`config.mk`:
```
export PLATFORM = sky130hd
export DESIGN_NAME = uart_tx_arbiter
export DESIGN_NICKNAME = d
export VERILOG_FILES = /design/src/rtl/uart_tx_arbiter.sv
export SDC_FILE = /design/constraint.sdc
export NUM_CORES = 1
export LEC_CHECK = 0
export BUFFER_PORTS_ARGS = -buffer_cell sky130_fd_sc_hd__buf_2
export CAP_MARGIN = 25
export CORE_MARGIN = 10
export CORE_UTILIZATION = 35
export CTS_BUF_LIST = sky130_fd_sc_hd__clkbuf_8 sky130_fd_sc_hd__clkbuf_16
export DETAILED_ROUTE_END_ITERATION = 10
export HOLD_SLACK_MARGIN = 0.1
export PLACE_DENSITY = 0.64
export SLEW_MARGIN = 20
export SYNTH_ARGS = -nofsm -noshare
export SYNTH_HDL_FRONTEND = slang
export SYNTH_SLANG_ARGS = --single-unit
```
`constraint.sdc`:
```
create_clock -name clk -period 2.1 [get_ports clk]
set_clock_uncertainty 0.15 [all_clocks]
set_input_delay 0.21 -clock clk [delete_from_list [all_inputs] [get_ports clk]]
set_output_delay 0.21 -clock clk [all_outputs]
set_load 0.05 [all_outputs]
```
`src/rtl/uart_tx_arbiter.sv`:
```
// uart_tx_arbiter
//   Shares one UART transmit line between NUM_REQ byte sources. A round-robin
//   arbiter accepts one byte at a time and serialises it as a start bit,
//   DATA_BITS data bits (LSB first) and STOP_BITS stop bits, each bit lasting
//   OVERSAMPLE ticks of the baud generator strobe.
//
// Ports
//   clk        system clock
//   reset      asynchronous, active-high reset
//   tick       one-clk-wide oversampling strobe
//   req_valid  per-requester byte-valid
//   req_data   requester i byte at [i*DATA_BITS +: DATA_BITS]
//   req_ready  one-hot accept strobe (only ever high in IDLE)
//   tx         serial line, idle high
//   busy       frame in progress
//   grant_id   index of the current/last granted requester
//   done       one-clk pulse once the stop bit(s) have completed
module uart_tx_arbiter #(
  parameter int unsigned NUM_REQ    = 4,
  parameter int unsigned DATA_BITS  = 8,
  parameter int unsigned OVERSAMPLE = 16,
  parameter int unsigned STOP_BITS  = 1
) (
  input  logic                         clk,
  input  logic                         reset,
  input  logic                         tick,
  input  logic [NUM_REQ-1:0]           req_valid,
  input  logic [NUM_REQ*DATA_BITS-1:0] req_data,
  output logic [NUM_REQ-1:0]           req_ready,
  output logic                         tx,
  output logic                         busy,
  output logic [$clog2(NUM_REQ)-1:0]   grant_id,
  output logic                         done
);

  localparam int unsigned GW = $clog2(NUM_REQ);
  localparam int unsigned TW = $clog2(OVERSAMPLE*STOP_BITS) + 1;
  localparam int unsigned BW = $clog2(DATA_BITS) + 1;

  localparam logic [TW-1:0] BIT_LAST  = TW'(OVERSAMPLE - 1);
  localparam logic [TW-1:0] STOP_LAST = TW'(OVERSAMPLE*STOP_BITS - 1);
  localparam logic [BW-1:0] DATA_LAST = BW'(DATA_BITS - 1);
  localparam logic [GW:0]   NR_EXT    = (GW+1)'(NUM_REQ);
  localparam logic [GW-1:0] ID_LAST   = GW'(NUM_REQ - 1);

  typedef enum logic [1:0] {IDLE, START, DATA, STOP} state_t;

  state_t                 state, state_n;
  logic [TW-1:0]          tick_cnt, tick_cnt_n;
  logic [BW-1:0]          bit_cnt, bit_cnt_n;
  logic [DATA_BITS-1:0]   shreg, shreg_n;
  logic [GW-1:0]          ptr, ptr_n;
  logic [GW-1:0]          grant_n;
  logic                   tx_n;
  logic                   done_n;

  logic                   win_found;
  logic [GW-1:0]          win_idx;
  logic [GW:0]            cand;
  logic                   grant_ok;

  // Round-robin search starting at ptr; the candidate index is wrapped
  // explicitly so non-power-of-two NUM_REQ works.
  always_comb begin
    win_found = 1'b0;
    win_idx   = '0;
    cand      = '0;
    for (int unsigned k = 0; k < NUM_REQ; k++) begin
      cand = {1'b0, ptr} + (GW+1)'(k);
      if (cand >= NR_EXT) cand = cand - NR_EXT;
      if (!win_found && req_valid[cand[GW-1:0]]) begin
        win_found = 1'b1;
        win_idx   = cand[GW-1:0];
      end
    end
  end

  assign grant_ok = (state == IDLE) && !reset && win_found;

  always_comb begin
    req_ready = '0;
    if (grant_ok) req_ready[win_idx] = 1'b1;
  end

  assign busy = (state != IDLE);

  always_comb begin
    state_n    = state;
    tick_cnt_n = tick_cnt;
    bit_cnt_n  = bit_cnt;
    shreg_n    = shreg;
    ptr_n      = ptr;
    grant_n    = grant_id;
    tx_n       = tx;
    done_n     = 1'b0;
    case (state)
      IDLE: begin
        tx_n = 1'b1;
        if (grant_ok) begin
          shreg_n    = req_data[win_idx*DATA_BITS +: DATA_BITS];
          grant_n    = win_idx;
          state_n    = START;
          tx_n       = 1'b0;
          tick_cnt_n = '0;
          bit_cnt_n  = '0;
        end
      end
      START: begin
        if (tick) begin
          if (tick_cnt == BIT_LAST) begin
            state_n    = DATA;
            tick_cnt_n = '0;
            bit_cnt_n  = '0;
            tx_n       = shreg[0];
          end else begin
            tick_cnt_n = tick_cnt + 1'b1;
          end
        end
      end
      DATA: begin
        if (tick) begin
          if (tick_cnt == BIT_LAST) begin
            tick_cnt_n = '0;
            if (bit_cnt == DATA_LAST) begin
              state_n   = STOP;
              bit_cnt_n = '0;
              tx_n      = 1'b1;
            end else begin
              // tx is registered, so it takes the bit that becomes bit 0
              shreg_n   = shreg >> 1;
              bit_cnt_n = bit_cnt + 1'b1;
              tx_n      = shreg[1];
            end
          end else begin
            tick_cnt_n = tick_cnt + 1'b1;
          end
        end
      end
      STOP: begin
        tx_n = 1'b1;
        if (tick) begin
          if (tick_cnt == STOP_LAST) begin
            state_n    = IDLE;
            tick_cnt_n = '0;
            bit_cnt_n  = '0;
            done_n     = 1'b1;
            ptr_n      = (grant_id == ID_LAST) ? '0 : grant_id + 1'b1;
          end else begin
            tick_cnt_n = tick_cnt + 1'b1;
          end
        end
      end
      default: begin
        state_n = IDLE;
        tx_n    = 1'b1;
      end
    endcase
  end

  always_ff @(posedge clk or posedge reset) begin
    if (reset) begin
      state    <= IDLE;
      tick_cnt <= '0;
      bit_cnt  <= '0;
      shreg    <= '0;
      ptr      <= '0;
      grant_id <= '0;
      tx       <= 1'b1;
      done     <= 1'b0;
    end else begin
      state    <= state_n;
      tick_cnt <= tick_cnt_n;
      bit_cnt  <= bit_cnt_n;
      shreg    <= shreg_n;
      ptr      <= ptr_n;
      grant_id <= grant_n;
      tx       <= tx_n;
      done     <= done_n;
    end
  end

endmodule
```
Word level (Yosys, flattened, before mapping)
Cells that the tools add are included.
{"block": "word_totals", "ff_bits": 25, "input_bits": 39, "output_inout_bits": 9, "word_cells": 128}
{"block": "classes", "add_sub_neg": 10, "magnitude_cmp": 10, "eq_ne": 18, "shifts": 1, "n_mux": 59, "n_reduce_logical": 22}
{"cell": "two-way mux 2 bit", "count": 17}
{"cell": "two-way mux 8 bit", "count": 4}
{"cell": "variable part select 32 x 6 -> 8 bit", "count": 1}
{"cell": "two-way mux 4 bit", "count": 7}
{"cell": "two-way mux 1 bit", "count": 18}
{"cell": "!= test 2 bit (second input constant)", "count": 9}
{"cell": "case mux 8 bit (2 select lines)", "count": 1}
{"cell": "less-than comparator 2 x 3 -> 1 bit (second input constant)", "count": 5}
{"cell": "two-way mux 5 bit", "count": 3}
{"cell": "case mux 4 bit (3 select lines)", "count": 1}
{"cell": "case mux 5 bit (2 select lines)", "count": 1}
{"cell": "AND reduction 5 bit", "count": 2}
{"cell": "greater-or-equal comparator 3 bit (second input constant)", "count": 3}
{"cell": "binary-select mux 1 bit (select 2 bit)", "count": 4}
{"cell": "case mux 2 bit (4 select lines)", "count": 1}
{"cell": "AND reduction 8 bit", "count": 1}
{"cell": "subtractor 2 x 1 -> 2 bit (second input constant)", "count": 4}
{"cell": "adder 2 x 2 -> 3 bit (second input constant)", "count": 2}
{"cell": "equality test 2 bit (second input constant)", "count": 3}
{"cell": "logical AND 1 bit", "count": 6}
{"cell": "!= test 2 x 1 -> 1 bit (second input constant)", "count": 3}
{"cell": "adder 5 x 1 -> 5 bit (second input constant)", "count": 1}
{"cell": "equality test 5 x 4 -> 1 bit (second input constant)", "count": 1}
{"cell": "adder 4 x 1 -> 4 bit (second input constant)", "count": 1}
{"cell": "other kinds (16)", "count": 21}

Depth between registers and ports, before layout
{"block": "logic_depth", "depth_word": 19, "depth_mapped": 9, "mapped_depth_nobuf": 7}

Least setup slack after synthesis
OpenSTA, ideal clock, no wires.
{"block": "synth_timing", "kind": "register to output", "startpoint": "register state[0]", "endpoint": "output port req_ready[3]", "t_arrival_ns": 2.738, "t_required_ns": 1.740, "path_slack_ns": -0.998, "stages_incl_launch_ff": 8, "n_path_buf": 1, "path_cell_list": "dfrtp_1 -> inv_1 -> ha_1 -> inv_1 -> or3_1 -> clkbuf_1 -> or2_1 -> nor3_1"}
{"block": "synth_between", "elab_chain_cells": 4}
{"item": "from (decl)", "line_no": "48", "rtl": "state_t state, state_n;"}
{"item": "from (signal assigned)", "line_no": "171", "rtl": "state <= state_n;"}
{"item": "zero test 2 bit", "line_no": "78", "rtl": "assign grant_ok = (state == IDLE) && !reset && win_found;"}
{"item": "logical AND 1 bit (2 in a row)", "line_no": "78"}
{"item": "two-way mux 4 bit", "line_no": "82", "rtl": "if (grant_ok) req_ready[win_idx] = 1'b1;"}
{"item": "to (decl)", "line_no": "29", "rtl": "output logic [NUM_REQ-1:0] req_ready,"}
No other way between the ends.

Worst setup path in the final report
{"block": "layout_timing", "startpoint": "register state[1]", "endpoint": "output port req_ready[3]"}
The elaborated chain is that of the path after synthesis.

==> results.json <==
{
  "top_layer_used": "met4",
  "outcome": "finished with violations",
  "root_buffer": "clkbuf_8",
  "startpoint_type": "flop",
  "timing.critical_path.slowest_stage_cell": "dfrtp_1",
  "residual_drc": 0,
  "hold_viol_final": 0,
  "io_buffer_count": 47,
  "area_growth_syn_to_layout_pct": 39.0,
  "worstPathMaxFanout": 3,
  "met2_length_mm": 2.50,
  "core.rowCount": 26,
  "total_leakage_power_nw": 1.22,
  "yosys_register_bits": 25,
  "post-dp-hpwl_mm": 3.93,
  "final_setup_violating_endpoints": 2,
  "worst_pin_slew_ns": 0.588,
  "place.gp.congestion": 0.860,
  "core_area_um2": 5040,
  "syn_area_um2": 1800,
  "period_minus_slack_ns": 2.21,
  "syn_nets": 245,
  "timing.critical_path.required_ns": 1.74,
  "postRouteAntennaNets": 0,
  "worstPathArrival_ns": 1.85,
  "max-slew-margin-rel_pct": 60.5,
  "final_layout_size_suffix_gt1_share_pct": 41.0,
  "finish.net_count": 321,
  "cts_tree": "built",
  "avgRoutedWirePerCell_um": 14.8,
  "violations": "negative setup slack",
  "power.density_cell_area_nw_per_um2": 1130,
  "initial_core_util_pct": 35.6,
  "grt_start_max_net_pins": 26,
  "grt_use_total_pct": 11.8,
  "mostFrequentLayoutCell": "buf_2",
  "synthesized_netlist_cell_count": 198,
  "cp-end-kind": "output port",
  "crit_top_cell": "inv_2",
  "floorplan.io_pins": 48,
  "timing.final.max_slew_violations": 0,
  "ir_drop_v": 0.000399,
  "synth_cell_type_count": 53,
  "grt_pass1_vias": 1906,
  "timing.critical_path.max_delay_family": "simple AND/OR/NAND/NOR gates",
  "number_of_antenna_violations_at_the_first_check_in_global_routing": 0,
  "rsz0062_at_grt": "true",
  "route.met3.wl_um": 313,
  "chip_height_um": 91.6,
  "synth.yosys.seq_area_share_pct": 34.9,
  "synthArstFlopShare_pct": 100,
  "fp.dieW_um": 91.6,
  "placed_cells_incl_taps": 327,
  "layout.cells.non_filler": 343,
  "path_buf_inv": 3,
  "fin_total_pwr_mw": 2.81,
  "gr_ovfl_total": 0,
  "path_clk_slew_ns": 0.09,
  "syn_area_per_cell_um2": 9.07,
  "wirelength_mm": 5.07,
  "first_pass_grt_wire_length_mm": 8.48,
  "final_min_period_over_clock_period_pct": 105,
  "synth-edff-count": 0,
  "antenna_cells_inserted": 0,
  "critical-path-max-stage-delay_ns": 0.40,
  "synth-warning-count": 0,
  "fmaxAchievable_mhz": 452,
  "commonest_cells_after_routing_fill_and_taps_aside": "buf_2 (44), buf_4 (31), dfrtp_1 (22)",
  "fin_ws_ns": -0.114,
  "final_core_utilization_pct": 49.5,
  "route.detailed.vias_per_inst": 5.18,
  "routed-via-count": 1778,
  "cts-buffers-inserted": 3,
  "worstSkewPairLatency_ns": 0.27,
  "drt-initial-drc-count": 86,
  "path_cells": "inv_2, ha_4, inv_2, or3_4, or2_4, nor3_4, buf_6",
  "m1WireLength_mm": 2.21,
  "yosys_most_used_dff": "dfrtp_1",
  "drtPass1Iterations": 5,
  "max_cap_violations": 0,
  "cts_sinks": 25,
  "cts_max_path_buffers": 2,
  "htreeDepth": 1,
  "die-area_um2": 8400,
  "worst_hold_path_type": "in -> reg",
  "worstSetupPathType": "reg -> out"
}
## final timing paths
check | cells past startpoint | endpoint | slack (ns) | startpoint
setup / recovery | 7 | req_ready[3] | -0.11 | state[1]$_DFFE_PP0P_
hold / removal | 3 | shreg[0]$_DFFE_PP0P_ | 0.10 | req_data[0]
setup reg to reg | 6 | shreg[1]$_DFFE_PP0P_ | 0.04 | ptr[1]$_DFFE_PP0P_
hold reg to reg | 1 | tick_cnt[4]$_DFFE_PP0P_ | 0.34 | tick_cnt[4]$_DFFE_PP0P_
max in group asynchronous | 4 | tx$_DFFE_PP1P_ | 1.09 | reset
min in group asynchronous | 4 | grant_id[0]$_DFFE_PP0P_ | 0.41 | reset
## final cells by class
class / count / area [µm²]
Clock buffer: 3 / 41.3
Inverter: 9 / 33.8
Tap cell: 70 / 87.6
Multi-Input combinational cell: 152 / 1140
Fill cell: 480 / 2550
Sequential cell: 25 / 629
Timing Repair Buffer: 83 / 556
Clock inverter: 1 / 5.00
## state kept, by name (all words and copies together) (netlist names)
signal	count
bit_cnt	4
done	1
grant_id	2
ptr	2
shreg	8
state	2
tick_cnt	5
tx	1
## cells by family (layout without fill, tap and decap cells)
kind of cell | count (synthesis) | count (layout) | synth area share [%]
AO/OA/AOI/OAI | 71 | 71 | 29.5
adder cells (fa/ha/maj) | 8 | 8 | 5.58
buffers and inverters | 21 | 96 | 5.64
flip-flops | 25 | 25 | 34.9
multiplexers | 8 | 8 | 4.67
AND/OR/NAND/NOR | 65 | 65 | 19.7
## metal layers
layer | up-vias | GRT usage (%)
met5 | - | 0
met4 | 0 | 2.74
met3 | 5 | 3.67
met2 | 45 | 20.9
met1 | 836 | 13.6
li1 | 892 | -
## report_power, final
part / switching, mW / leakage [nW] / internal, mW
clock: 0.160 / 0.0255 / 0.133
sequential: 0.130 / 0.314 / 0.661
combinational: 0.897 / 0.880 / 0.832
total: 1.19 / 1.22 / 1.63
## synth_stat cells (5+ instances only)
library cell	n	area (µm²)
a21oi_1	7	35.0
a221o_1	10	100
inv_1	9	33.8
mux2i_1	5	50.1
nor2_1	12	45.0
dfrtp_1	24	601
ha_1	8	100
o21ai_0	14	70.1
clkbuf_1	5	18.8
a32o_1	5	50.1
and3_1	6	37.5
a21o_1	7	52.6
nand2_1	16	60.1
o21ai_1	5	25.0
## what timing repair did
action	4_1_cts	5_1_grt
hold endpoints to repair	25	0
setup endpoints to repair	3	9
buffers inserted	3	6
pin swaps	4	4
gates resized for setup	16	16
hold buffers	3	0
## worst reg2reg max path, cell delays in order, from the launching register on
cell and delay, ns:
dfrtp_2 0.46, buf_6 0.15, o21bai_4 0.18, and3_1 0.19
a221o_1 0.31, a221o_1 0.27, a32o_1 0.26
## per-stage QoR
stage	setup WS (ns)	hold WS [ns]	cell area, µm²	setup TNS (ns)
floorplan	-0.415	0.0920	1810	-1.23
global placement	0.0589	0.173	2260	0
detailed placement	-0.00296	0.175	2260	-0.00296
CTS	-0.134	0.102	2400	-0.245
global route	-0.203	0.117	2490	-0.448
finish	-0.114	0.104	2490	-0.180
Power figures use the tool's default switching activity.
